[config.mk]
export PLATFORM = sky130hd
export DESIGN_NAME = rack_jtag_engine
export DESIGN_NICKNAME = d
export VERILOG_FILES = /design/src/rtl/rack_jtag_engine.sv
export SDC_FILE = /design/constraint.sdc
export NUM_CORES = 1
export LEC_CHECK = 0
export ABC_AREA = 1
export CORE_MARGIN = 2
export CORE_UTILIZATION = 43
export DETAILED_ROUTE_END_ITERATION = 8
export HOLD_SLACK_MARGIN = 0.15
export PLACE_DENSITY_LB_ADDON = 0.1
export SKIP_CTS_REPAIR_TIMING = 1
export SYNTH_ARGS = -nofsm -noshare
export SYNTH_HDL_FRONTEND = slang
export SYNTH_SLANG_ARGS = --single-unit
[constraint.sdc]
create_clock -name wb_clk -period 2.4 [get_ports wb_clk]
set_input_delay 0.24 -clock wb_clk [delete_from_list [all_inputs] [get_ports wb_clk]]
set_output_delay 0.24 -clock wb_clk [all_outputs]
set_load 0.01 [all_outputs]
[src/rtl/rack_jtag_engine.sv]
// ============================================================================
// Module   : rack_jtag_engine
// Purpose  : Wishbone-controlled multi-channel JTAG / shift-register engine
// Revision : 1.0
// ============================================================================
`default_nettype none

module rack_jtag_engine #(
    parameter int NMOD     = 2,
    parameter int NGPIO    = 1,
    parameter int MAX_BITS = 32
) (
    input  logic             wb_clk,
    input  logic             wb_rst_n,
    input  logic             wb_cyc_i,
    input  logic             wb_stb_i,
    input  logic             wb_we_i,
    input  logic [3:0]       wb_adr_i,
    input  logic [3:0]       wb_sel_i,
    input  logic [31:0]      wb_dat_i,
    output logic [31:0]      wb_dat_o,
    output logic             wb_ack_o,
    output logic [NMOD-1:0]  sr_clk,
    output logic [NMOD-1:0]  sr_do,
    output logic [NMOD-1:0]  sr_aux_do,
    output logic [NMOD-1:0]  sr_oe,
    input  logic [NMOD-1:0]  sr_di,
    output logic [NGPIO-1:0] gpio_o,
    output logic [NGPIO-1:0] gpio_oe,
    input  logic [NGPIO-1:0] gpio_i
);

    localparam logic [4:0] C_NB_MAX = 5'(MAX_BITS - 1);

    typedef enum logic [1:0] {
        S_IDLE   = 2'd0,
        S_SHIFT  = 2'd1,
        S_FINISH = 2'd2
    } state_t;

    state_t           state_q, state_d;
    logic [1:0]       ph_q, ph_d;
    logic [7:0]       div_cnt_q, div_cnt_d;
    logic [4:0]       bit_cnt_q, bit_cnt_d;
    logic [2:0]       mod_sel_q, mod_sel_d;
    logic             mod_en_q, mod_en_d;
    logic             msb_q, msb_d;
    logic [7:0]       div_q, div_d;
    logic [4:0]       nbm1_q, nbm1_d;
    logic [NGPIO-1:0] gpo_q, gpo_d;
    logic [NGPIO-1:0] gpoe_q, gpoe_d;
    logic [31:0]      tms_q, tms_d;
    logic [31:0]      tdi_q, tdi_d;
    logic [31:0]      sh_tdi_q, sh_tdi_d;
    logic [31:0]      sh_tms_q, sh_tms_d;
    logic [31:0]      cap_q, cap_d;
    logic             clk_q, clk_d;
    logic             do_q, do_d;
    logic             aux_q, aux_d;
    logic             ack_q, ack_d;
    logic [31:0]      dat_q, dat_d;

    logic        w_busy, w_req, w_accept, w_wr, w_tdo, w_phase_end;
    logic [31:0] w_ctrl_word, w_gpio_word, w_cur, w_rdata, w_wdata;
    logic        w_unused;

    function automatic logic [31:0] f_merge(input logic [31:0] old_v,
                                            input logic [31:0] new_v,
                                            input logic [3:0]  sel);
        logic [31:0] r;
        for (int b = 0; b < 4; b++)
            r[8*b +: 8] = sel[b] ? new_v[8*b +: 8] : old_v[8*b +: 8];
        return r;
    endfunction

    assign w_unused    = ^wb_adr_i[1:0];
    assign w_busy      = (state_q != S_IDLE);
    assign w_req       = wb_cyc_i & wb_stb_i & ~ack_q;
    // Writes wait for the sequence to drain; reads are always served.
    assign w_accept    = w_req & (~wb_we_i | ~w_busy);
    assign w_wr        = w_accept & wb_we_i;
    assign w_phase_end = (div_cnt_q == div_q);

    assign w_ctrl_word = {w_busy, 10'd0, nbm1_q, div_q, 2'd0, msb_q, mod_en_q, 1'b0, mod_sel_q};

    always_comb begin
        w_gpio_word                 = '0;
        w_gpio_word[0 +: NGPIO]     = gpo_q;
        w_gpio_word[8 +: NGPIO]     = gpoe_q;
        w_gpio_word[16 +: NGPIO]    = gpio_i;
    end

    always_comb begin
        case (wb_adr_i[3:2])
            2'd0:    w_cur = w_ctrl_word;
            2'd1:    w_cur = w_gpio_word;
            2'd2:    w_cur = tms_q;
            default: w_cur = tdi_q;
        endcase
        w_rdata = (wb_adr_i[3:2] == 2'd3) ? cap_q : w_cur;
        w_wdata = f_merge(w_cur, wb_dat_i, wb_sel_i);
    end

    // Only the selected module sees activity; everything else is parked low.
    always_comb begin
        sr_clk    = '0;
        sr_do     = '0;
        sr_aux_do = '0;
        sr_oe     = '0;
        w_tdo     = 1'b0;
        for (int i = 0; i < NMOD; i++) begin
            if (int'(mod_sel_q) == i) begin
                sr_clk[i]    = mod_en_q & clk_q;
                sr_do[i]     = mod_en_q & do_q;
                sr_aux_do[i] = mod_en_q & aux_q;
                sr_oe[i]     = mod_en_q;
                w_tdo        = sr_di[i];
            end
        end
    end

    always_comb begin
        state_d   = state_q;
        ph_d      = ph_q;
        div_cnt_d = div_cnt_q;
        bit_cnt_d = bit_cnt_q;
        mod_sel_d = mod_sel_q;
        mod_en_d  = mod_en_q;
        msb_d     = msb_q;
        div_d     = div_q;
        nbm1_d    = nbm1_q;
        gpo_d     = gpo_q;
        gpoe_d    = gpoe_q;
        tms_d     = tms_q;
        tdi_d     = tdi_q;
        sh_tdi_d  = sh_tdi_q;
        sh_tms_d  = sh_tms_q;
        cap_d     = cap_q;
        clk_d     = clk_q;
        do_d      = do_q;
        aux_d     = aux_q;
        ack_d     = w_accept;
        dat_d     = (w_accept & ~wb_we_i) ? w_rdata : dat_q;

        if (w_wr) begin
            case (wb_adr_i[3:2])
                2'd0: begin
                    mod_sel_d = w_wdata[2:0];
                    mod_en_d  = w_wdata[4];
                    msb_d     = w_wdata[5];
                    div_d     = w_wdata[15:8];
                    nbm1_d    = (w_wdata[20:16] > C_NB_MAX) ? C_NB_MAX : w_wdata[20:16];
                end
                2'd1: begin
                    gpo_d  = w_wdata[0 +: NGPIO];
                    gpoe_d = w_wdata[8 +: NGPIO];
                end
                2'd2: tms_d = w_wdata;
                default: begin
                    tdi_d     = w_wdata;
                    sh_tdi_d  = w_wdata;
                    sh_tms_d  = tms_q;
                    cap_d     = '0;
                    clk_d     = 1'b0;
                    ph_d      = 2'd0;
                    div_cnt_d = '0;
                    bit_cnt_d = '0;
                    state_d   = S_SHIFT;
                end
            endcase
        end

        case (state_q)
            S_SHIFT: begin
                if (!w_phase_end) begin
                    div_cnt_d = div_cnt_q + 8'd1;
                end else begin
                    div_cnt_d = '0;
                    ph_d      = ph_q + 2'd1;
                    case (ph_q)
                        2'd0: begin
                            do_d  = msb_q ? sh_tdi_q[nbm1_q] : sh_tdi_q[0];
                            aux_d = msb_q ? sh_tms_q[nbm1_q] : sh_tms_q[0];
                            sh_tdi_d = msb_q ? {sh_tdi_q[30:0], 1'b0} : {1'b0, sh_tdi_q[31:1]};
                            sh_tms_d = msb_q ? {sh_tms_q[30:0], 1'b0} : {1'b0, sh_tms_q[31:1]};
                        end
                        2'd1: clk_d = 1'b1;
                        2'd2: ;
                        default: begin
                            if (msb_q) begin
                                cap_d = {cap_q[30:0], w_tdo};
                            end else begin
                                cap_d         = {1'b0, cap_q[31:1]};
                                cap_d[nbm1_q] = w_tdo;
                            end
                            clk_d = 1'b0;
                            if (bit_cnt_q == nbm1_q) state_d = S_FINISH;
                            else                     bit_cnt_d = bit_cnt_q + 5'd1;
                        end
                    endcase
                end
            end
            S_FINISH: begin
                if (w_phase_end) begin
                    div_cnt_d = '0;
                    state_d   = S_IDLE;
                end else begin
                    div_cnt_d = div_cnt_q + 8'd1;
                end
            end
            default: ;
        endcase
    end

    always_ff @(posedge wb_clk or negedge wb_rst_n) begin
        if (!wb_rst_n) begin
            state_q   <= S_IDLE;
            ph_q      <= '0;
            div_cnt_q <= '0;
            bit_cnt_q <= '0;
            mod_sel_q <= '0;
            mod_en_q  <= 1'b0;
            msb_q     <= 1'b0;
            div_q     <= '0;
            nbm1_q    <= '0;
            gpo_q     <= '0;
            gpoe_q    <= '0;
            tms_q     <= '0;
            tdi_q     <= '0;
            sh_tdi_q  <= '0;
            sh_tms_q  <= '0;
            cap_q     <= '0;
            clk_q     <= 1'b0;
            do_q      <= 1'b0;
            aux_q     <= 1'b0;
            ack_q     <= 1'b0;
            dat_q     <= '0;
        end else begin
            state_q   <= state_d;
            ph_q      <= ph_d;
            div_cnt_q <= div_cnt_d;
            bit_cnt_q <= bit_cnt_d;
            mod_sel_q <= mod_sel_d;
            mod_en_q  <= mod_en_d;
            msb_q     <= msb_d;
            div_q     <= div_d;
            nbm1_q    <= nbm1_d;
            gpo_q     <= gpo_d;
            gpoe_q    <= gpoe_d;
            tms_q     <= tms_d;
            tdi_q     <= tdi_d;
            sh_tdi_q  <= sh_tdi_d;
            sh_tms_q  <= sh_tms_d;
            cap_q     <= cap_d;
            clk_q     <= clk_d;
            do_q      <= do_d;
            aux_q     <= aux_d;
            ack_q     <= ack_d;
            dat_q     <= dat_d;
        end
    end

    assign wb_ack_o = ack_q;
    assign wb_dat_o = dat_q;
    assign gpio_o   = gpo_q;
    assign gpio_oe  = gpoe_q;

endmodule

`default_nettype wire

Word-level counts from Yosys, hierarchy flattened
Index checks and enable logic that the tools add are counted.
W data, S select, Z words.
{ "totals": {"ramBits": 0, "reg_bits": 233, "latch_bits": 0, "inputBits": 48, "n_memories": 0, "mem_bits_ro": 0, "elab_cells": 137} }
{ "op_classes": {"div": 0, "bitwise_logic": 13, "n_mux": 70, "reduce_logical": 16, "n_lt_le_gt_ge": 3, "n_eq_ne": 11, "shift": 0, "multipliers": 0, "addsub": 3} }
{ "op_table": {"columns": ["op", "count"], "rows": [
  ["$mux W32", 19],
  ["$pmux W32 S3", 1],
  ["$mux W8", 8],
  ["$mux W5", 7],
  ["$bwmux W32", 1],
  ["$mux W2", 10],
  ["$mux W1", 19],
  ["$bmux W1 S5", 2],
  ["$reduce_and A2 Y1", 5],
  ["$add A8 B1 Y8 const B", 1],
  ["$and A1 B1 Y1", 8],
  ["$eq A2 B2 Y1 const B", 4],
  ["$eq A8 B8 Y1", 1],
  ["$eq A2 B1 Y1 const B", 3],
  ["$lt A5 B6 Y1 const B", 1],
  ["$reduce_or A3 Y1", 2],
  ["$add A5 B1 Y5 const B", 1],
  ["$demux W1 S5", 1],
  ["$eq A5 B5 Y1", 1],
  ["$ge A5 B1 Y1 const B", 1],
  ["$gt A5 B5 Y1 const B", 1],
  ["$logic_not A2 Y1", 2],
  ["$not A1 Y1", 4],
  ["$pmux W2 S2", 1],
  ["other kinds (10)", 12]
]} }

Longest topological paths before layout
Gate-level depths: netlist (run 1).
{ "logic_depth": {"ltp_word": 10, "depth_mapped": 13, "ltp_nobuf": 12} }

Least setup slack after synthesis (run 1)
Ideal clock, no wire load.
{ "synth_path": {"kind": "register to register", "start": "register state_q[0]", "end": "register tms_q[0]", "required_ns": 2.266, "period_less_slack_ns": 1.669, "arrival_ns": 1.534, "stages_incl_launch_ff": 12, "slack_ns": 0.731, "setup_time_ns": 0.134, "cell_sequence": "dfrtp_1 -> inv_1 -> ha_1 -> inv_1 -> nor2_1 -> nand2_2 -> nor2_2 -> inv_2 -> buf_2 -> buf_2 -> nand2_1 -> o21ai_0"} }
{ "synth_via": {"elab_chain_cells": 6} }
{ "synth_rtl": {"columns": ["element", "line_no", "text"], "rows": [
  ["start, declared", "41", "state_t state_q, state_d;"],
  ["start signal, assigned", "239", "state_q <= state_d;"],
  ["$reduce_bool A2 Y1", "77", "assign w_busy = (state_q != S_IDLE);"],
  ["$not A1 Y1", "80", "assign w_accept = w_req & (~wb_we_i | ~w_busy);"],
  ["$or A1 B1 Y1", "80", null],
  ["$and A1 B1 Y1", "80", null],
  ["$and A1 B1 Y1", "81", "assign w_wr = w_accept & wb_we_i;"],
  ["$reduce_and A2 Y1 (no line)", null, null],
  ["end signal, assigned", "250", "tms_q <= tms_d;"],
  ["end, declared", "52", "logic [31:0] tms_q, tms_d;"]
]} }
Every way passes these cells.
A chain may end at the register's enable or synchronous reset.

Final worst setup path (run 1)
{ "layout_path": {"start": "register mod_sel_q[1]", "end": "output port sr_aux_do[0]"} }
{ "layout_via": {"elab_chain_cells": 2} }
{ "layout_rtl": {"columns": ["element", "line_no", "text"], "rows": [
  ["start, declared", "45", "logic [2:0] mod_sel_q, mod_sel_d;"],
  ["start signal, assigned", "243", "mod_sel_q <= mod_sel_d;"],
  ["$logic_not A3 Y1", "112", "if (int'(mod_sel_q) == i) begin"],
  ["$mux W1", "112", null],
  ["end, declared", "25", "output logic [NMOD-1:0] sr_aux_do,"]
]} }
Every way passes these cells.

==> impl_results.md, run 1 <==
* Die Height at 182 um
* Fmax at 0.429 GHz
* Layout cells sized above 1 at 0.0654
* DRC Markers at 0
* Endpoint type of the worst setup path: output pin
* Initial Util at 0.435
* Max VDD drop at 0.574 mV
* Tot Pwr at 17700 uW
* Leak at 0.00819 uW
* Layout Skew at 17.2 ps
* WS Path Type: flip-flop to output pin
* Worst EP required at 2160 ps
* # H-tree levels at 1
* Initial DRC count at 1023
* Unique cell type count in the Yosys netlist at 32
* Syn_nets at 2092
* Layout area overhead at 17.9%
* Yosys warns at 0
* Largest net degree at the start of global routing at 85
* Avg Inst Size Synth at 6.70 um2
* Clock Path Buffers at 3
* Placed Area at 0.0151 mm2
* Die area at 0.0332 mm2
* Final setup vio count at 0
* Worst-Skew Late Latency at 560 ps
* Run status: completed
* Sequential-to-total area share from yosys stat at 0.427
* Period utilization at 0.971
* # diodes at 0
* Antenna Nets Post-Route at 0
* First-pass GRT wire length at 67700 um
* Worst-Margin Slew at 846 ps
* Row count at 65
* Type of origin of the critical path: flip-flop
* Hold violation count in the final report at 0
* Synth Register Bits at 233
* DIE WIDTH at 182 um
* Routed vias at 12892
* CTS Root Buffer Type: clkbuf_16
* DRT Pass-1 Iters at 5
* Final instance area at 0.0161 mm2
* CTS tree: built
* Gpl congestion at 0.864
* Layout Utilization at 0.513
* Routed len/inst at 16.9 um
* Slew margin rel. at 0.435
* Slew Limit Fails at 0
* Cell area after synthesis at 0.0137 mm2
* Vias in the first global route at 11998
* Pwr Density at 1100 mW/mm2
* Syn Inst Count at 2037
* Via density at 5.10
* Yosys top cell by area: dfrtp_1
* I/O Pins at 91
* Post-synth top area share at 0.427
* Port-buffer cells at 88
* Gr usage total at 0.260
* Commonest non-fill, non-tap cell in the layout: nand2_1
* DRT Wirelength at 42700 um
* Hold Crit Class: primary input to async pin
* Core outline area at 0.0314 mm2
* Most frequent cells in the layout: nand2_1 (839), dfrtp_1 (230), inv_1 (195)
* Initial antenna violation count at 0
* Clock sinks at 233
* Worst Path Max Fanout at 4
* GRT overflow at 0
* Max Cap Viol at 0
* CP arrival at 2090 ps
* Synth area leaders: dfrtp_1 (43%), nand2_1 (23%), o21ai_0 (6.5%)
* Clock Pin Slew Worst Setup and Hold Paths at 60 ps
* CTS buffer count at 28
* Minimum clock period at 2330 ps
* Final net count at 2158
* Dpl hpwl at 30000 um
[worst paths after layout]
path,from,to,slack (ps),cells after the start
worst max-delay path,mod_sel_q[1]$_DFFE_PN0P_,sr_aux_do[0],70,5
worst min-delay path,wb_rst_n,div_cnt_q[2]$_DFFE_PN0P_,230,2
worst max register to register,div_cnt_q[4]$_DFFE_PN0P_,sh_tdi_q[28]$_DFF_PN0_,300,12
worst min register to register,tdi_q[31]$_DFFE_PN0P_,tdi_q[31]$_DFFE_PN0P_,480,2
max in group asynchronous,wb_rst_n,sh_tdi_q[19]$_DFF_PN0_,1480,3
min in group wb_clk,wb_cyc_i,wb_ack_o$_DFF_PN0_,350,3
[kinds of logic after synthesis]
logic type,synth area share
xor+xnor,0.00962
buf+inv,0.0939
simple gates,0.344
fa+ha+maj,0.00642
compound gates,0.103
mux,0.0161
flops,0.427
[registers in the layout (all words and copies together) (netlist names), 2 cells and up]
signal	cells
sh_tdi_q	32
nbm1_q	5
state_q	2
div_cnt_q	8
ph_q	2
tdi_q	32
cap_q	32
sh_tms_q	32
wb_dat_o	32
mod_sel_q	3
div_q	8
tms_q	32
bit_cnt_q	5
[routing by layer]
metal	wire length, um	vias up	global-route usage
li1	-	6489	-
met1	20200	6030	0.379
met2	18900	316	0.396
met3	2520	57	0.0455
met4	1140	0	0.0755
met5	0	-	0
[synth_stat cells]
library cell    n
o21ai_0       176
ha_1            7
nand4_1         4
buf_6           4
buf_1           7
nand2_1       840
o22ai_1         5
nand3_2         1
nand2_4         1
nand3_1       117
nor2_1        189
mux2i_1        22
dfrtp_1       233
nor2_2          5
nor3_1          4
o21ai_1        30
xor2_1          9
xnor2_1         6
a21oi_1        24
or2_2          15
inv_1         195
o211ai_1        2
a41oi_1         4
buf_4           9
nor2_4          3
clkinv_1        1
buf_2          46
nand2_2         3
inv_2           8
clkinv_2        1
clkbuf_1       38
a31oi_1        28
[worst max-delay path, cell delays in order (launching register included)]
cell and delay [ps]:
dfrtp_2 440, nor3_2 190, nand2_1 100, buf_4 170, nor2_1 90, clkdlybuf4s50_1 540
[final cells by class]
cell class | instances | area (um2)
Tap cell | 402 | 503
Fill cell | 3156 | 15300
Multi-Input combinational cell | 1495 | 6570
Clock inverter | 5 | 50.0
Clock buffer | 47 | 883
Timing Repair Buffer | 140 | 1490
Inverter | 205 | 771
Sequential cell | 233 | 5840
[metrics by stage]
stage | hold slack, ps | instances | setup TNS (ps) | setup slack, ps
floorplan | -55.6 | 2037 | 0 | 731
global placement | 236 | 2473 | 0 | 222
detailed placement | 239 | 2473 | 0 | 195
CTS | -345 | 2525 | -737 | -112
global route | 271 | 2527 | -3.26 | -3.26
finish | 226 | 2527 | 0 | 70.3
[power breakdown]
group	total [uW]	internal (uW)	leakage [uW]	switching, uW
clock network	4300	2590	0.000462	1710
logic	6570	2600	0.00479	3970
registers	6800	5380	0.00294	1410
total	17700	10600	0.00819	7090
No activity file was read; power rests on OpenSTA's default activity.
==> inputs of run 2 (changes only) <==
Settings changed: CORE_UTILIZATION 43 to 56.
==> run 2 against run 1 <==
  * Cell count fell by 3.6%
  * Total power barely moved
  * Global-route usage rose by 6.3 points
  * Utilization rose by 15 points
  * Critical path depth fell by 1
  * First-iteration DRC count rose by 31%
  * Setup slack got worse by 15 ps
  * Die area fell by 23%
  * Fmax fell by 0.63%
  * Combinational power barely moved
  * Non-clock buffer count fell by 10
  * Wire length fell by 3.5%
==> impl_results.md, run 2 (synthesis gave the netlist of run 1 again) <==
* Final net count at 2147 (-0.51%)
* Layout Utilization at 0.658 (+0.145)
* Antenna Nets Post-Route at 0 (unchanged)
* First-pass GRT wire length at 65800 um (-2.7%)
* DIE WIDTH at 160 um (-12%)
* Clock Power Share at 0.241 (-0.002)
* Max stage delay on crit path at 560 ps (+20 ps)
* Core outline area at 0.0241 mm2 (-23%)
* Initial Util at 0.566 (+0.131)
* Worst EP required at 2160 ps (about the same)
* CTS Root Buffer Type: clkbuf_16
* Routed vias at 13313 (+3.3%)
* Fmax at 0.427 GHz (-0.63%)
* Leak at 0.00809 uW (-1.2%)
* R2r endpoint: cap_q[24]$_DFF_PN0_
* WP buf/inv at 1 (-1)
* I/O Pins at 91 (unchanged)
* Die area at 0.0256 mm2 (-23%)
* Period utilization at 0.977 (+0.00617)
* RSZ-0062 raised after global routing: no
* Combinational power share at 0.371 (about the same)
* Max Cap Viol at 0 (unchanged)
* Initial DRC count at 1338 (+31%)
* Minimum clock period at 2340 ps (+14.8 ps)
* Initial antenna violation count at 0 (unchanged)
* Fillers at 2170 (-31%)
* Placed Area at 0.0149 mm2 (-1.3%)
* Worst hold slack at 203 ps (-23.2 ps)
* Psw at 7160 uW (+1.0%)
* Most used routing layer: met2
* GR Util met2 at 0.490 (+0.0941)
* Port-buffer cells at 88 (unchanged)
* Worst Path Max Fanout at 4 (unchanged)
* Clock Pin Slew Worst Setup and Hold Paths at 60 ps (about the same)
* Die Height at 160 um (-12%)
* Via density at 5.47 (+7.1%)
* Gpl congestion at 0.894 (+3.4%)
* CP arrival at 2100 ps (about the same)
* Number of cells on the worst reg-to-reg path at 9 (-3)
* Clock sinks at 233 (unchanged)
* Met3 usage at 0.0478 (+0.00229)
* Routed len/inst at 16.9 um (about the same)
* Layout Skew at 7.78 ps (-9.42 ps)
* Worst r2r src: nbm1_q[0]$_DFFE_PN0P_
* # diodes at 0 (unchanged)
* Final setup vio count at 0 (unchanged)
* Hold violation count in the final report at 0 (unchanged)
* Max VDD drop at 0.577 mV (+0.48%)
* Cell Int Power at 10500 uW (-0.61%)
* Slew Limit Fails at 0 (unchanged)
* Worst-Skew Late Latency at 540 ps (-20 ps)
* Hold Crit Class: primary input to async pin
* Dpl hpwl at 28400 um (-5.3%)
* R2R Setup Slk at 240 ps (-60 ps)
* Final instance area at 0.0159 mm2 (-1.5%)
* # H-tree levels at 1 (unchanged)
* Commonest non-fill, non-tap cell in the layout: nand2_1
* Tot Pwr at 17700 uW (about the same)
* Switching fraction of total power at 0.405 (+0.00391)
* DRT Pass-1 Iters at 5 (unchanged)
* DRC Markers at 0 (unchanged)
* Clock Path Buffers at 3 (unchanged)
* Run status: completed
* Endpoint type of the worst setup path: output pin
* Slowest CP cell: clkdlybuf4s50_1
* Largest net degree at the start of global routing at 74 (-13%)
* Worst-Margin Slew at 903 ps (+56.3 ps)
* GRT overflow at 0 (unchanged)
* Routing usage on met1 at 0.484 (+0.105)
* Inst Count DP at 2386 (-3.5%)
* WS Path Type: flip-flop to output pin
* Gr usage total at 0.323 (+0.0630)
* CTS buffer count at 27 (-3.6%)
* Pwr Density at 1110 mW/mm2 (+1.5%)
* Slew margin rel. at 0.398 (-0.0376)
* Layout area overhead at 16.2%
* DRT Wirelength at 41200 um (-3.5%)
* Layout cells sized above 1 at 0.0625 (-0.00291)
* Vias in the first global route at 12197 (+1.7%)
* Type of origin of the critical path: flip-flop
* CTS tree: built
* Most frequent cells in the layout: nand2_1 (837), dfrtp_1 (232), inv_1 (195)
* Top delay family on crit path: simple AND/OR/NAND/NOR gates
* Row count at 57 (-12%)
* Final cell count without fillers at 2436 (-3.6%)
* Crit-path cells: nor3_2, nand2_2, nor2_2, clkdlybuf4s50_1
* Reg power frac at 0.388 (+0.003)
==> run 2: power groups by stage <==
| stage | registers, uW | logic, uW | clock network (uW) |
|---|---|---|---|
| 2_1_floorplan | 6380 | 4610 | 0 |
| 6_report | 6850 | 6560 | 4250 |
| 5_1_grt | 7040 | 7440 | 4450 |
| 3_3_place_gp | 6810 | 6260 | 0 |
| 3_5_place_dp | 6850 | 6440 | 0 |
| 4_1_cts | 6800 | 6490 | 4280 |
==> run 2: final cells by class <==
| cell class | count | area (um2) | share of cell area |
|---|---|---|---|
| Clock buffer | 38 | 777 | 0.0490 |
| Clock inverter | 11 | 133 | 0.00836 |
| Inverter | 205 | 771 | 0.0486 |
| Multi-Input combinational cell | 1495 | 6570 | 0.414 |
| Sequential cell | 233 | 5830 | 0.368 |
| Tap cell | 324 | 405 | 0.0256 |
| Timing Repair Buffer | 130 | 1370 | 0.0863 |
==> run 2: worst max path at each step <==
stage                             endpoint                     start  slack (ps)  cells after the start
floorplan             tms_q[0]$_DFFE_PN0P_      state_q[0]$_DFF_PN0_         730                     11
global placement    sh_tdi_q[18]$_DFF_PN0_               wb_adr_i[3]         220                     12
detailed placement  sh_tdi_q[18]$_DFF_PN0_               wb_adr_i[3]         190                     12
CTS                              sr_clk[0]  mod_sel_q[2]$_DFFE_PN0P_        -120                      4
global route                  sr_aux_do[0]  mod_sel_q[1]$_DFFE_PN0P_           4                      4
finish                           sr_clk[1]  mod_sel_q[1]$_DFFE_PN0P_          60                      4
==> run 2: routing by layer <==
metal / wire length (um) / vias up / share of wire
met5: 0 / - / 0
met3: 3580 / 76 / 0.087
met4: 980 / 0 / 0.024
met2: 18200 / 571 / 0.44
met1: 18400 / 6212 / 0.45
li1: - / 6454 / -
==> run 2: metrics by stage <==
step	setup TNS, ps	setup slack [ps]
floorplan	0	731
global placement	0	223
detailed placement	0	185
CTS	-281	-124
global route	0	4.34
finish	0	55.5
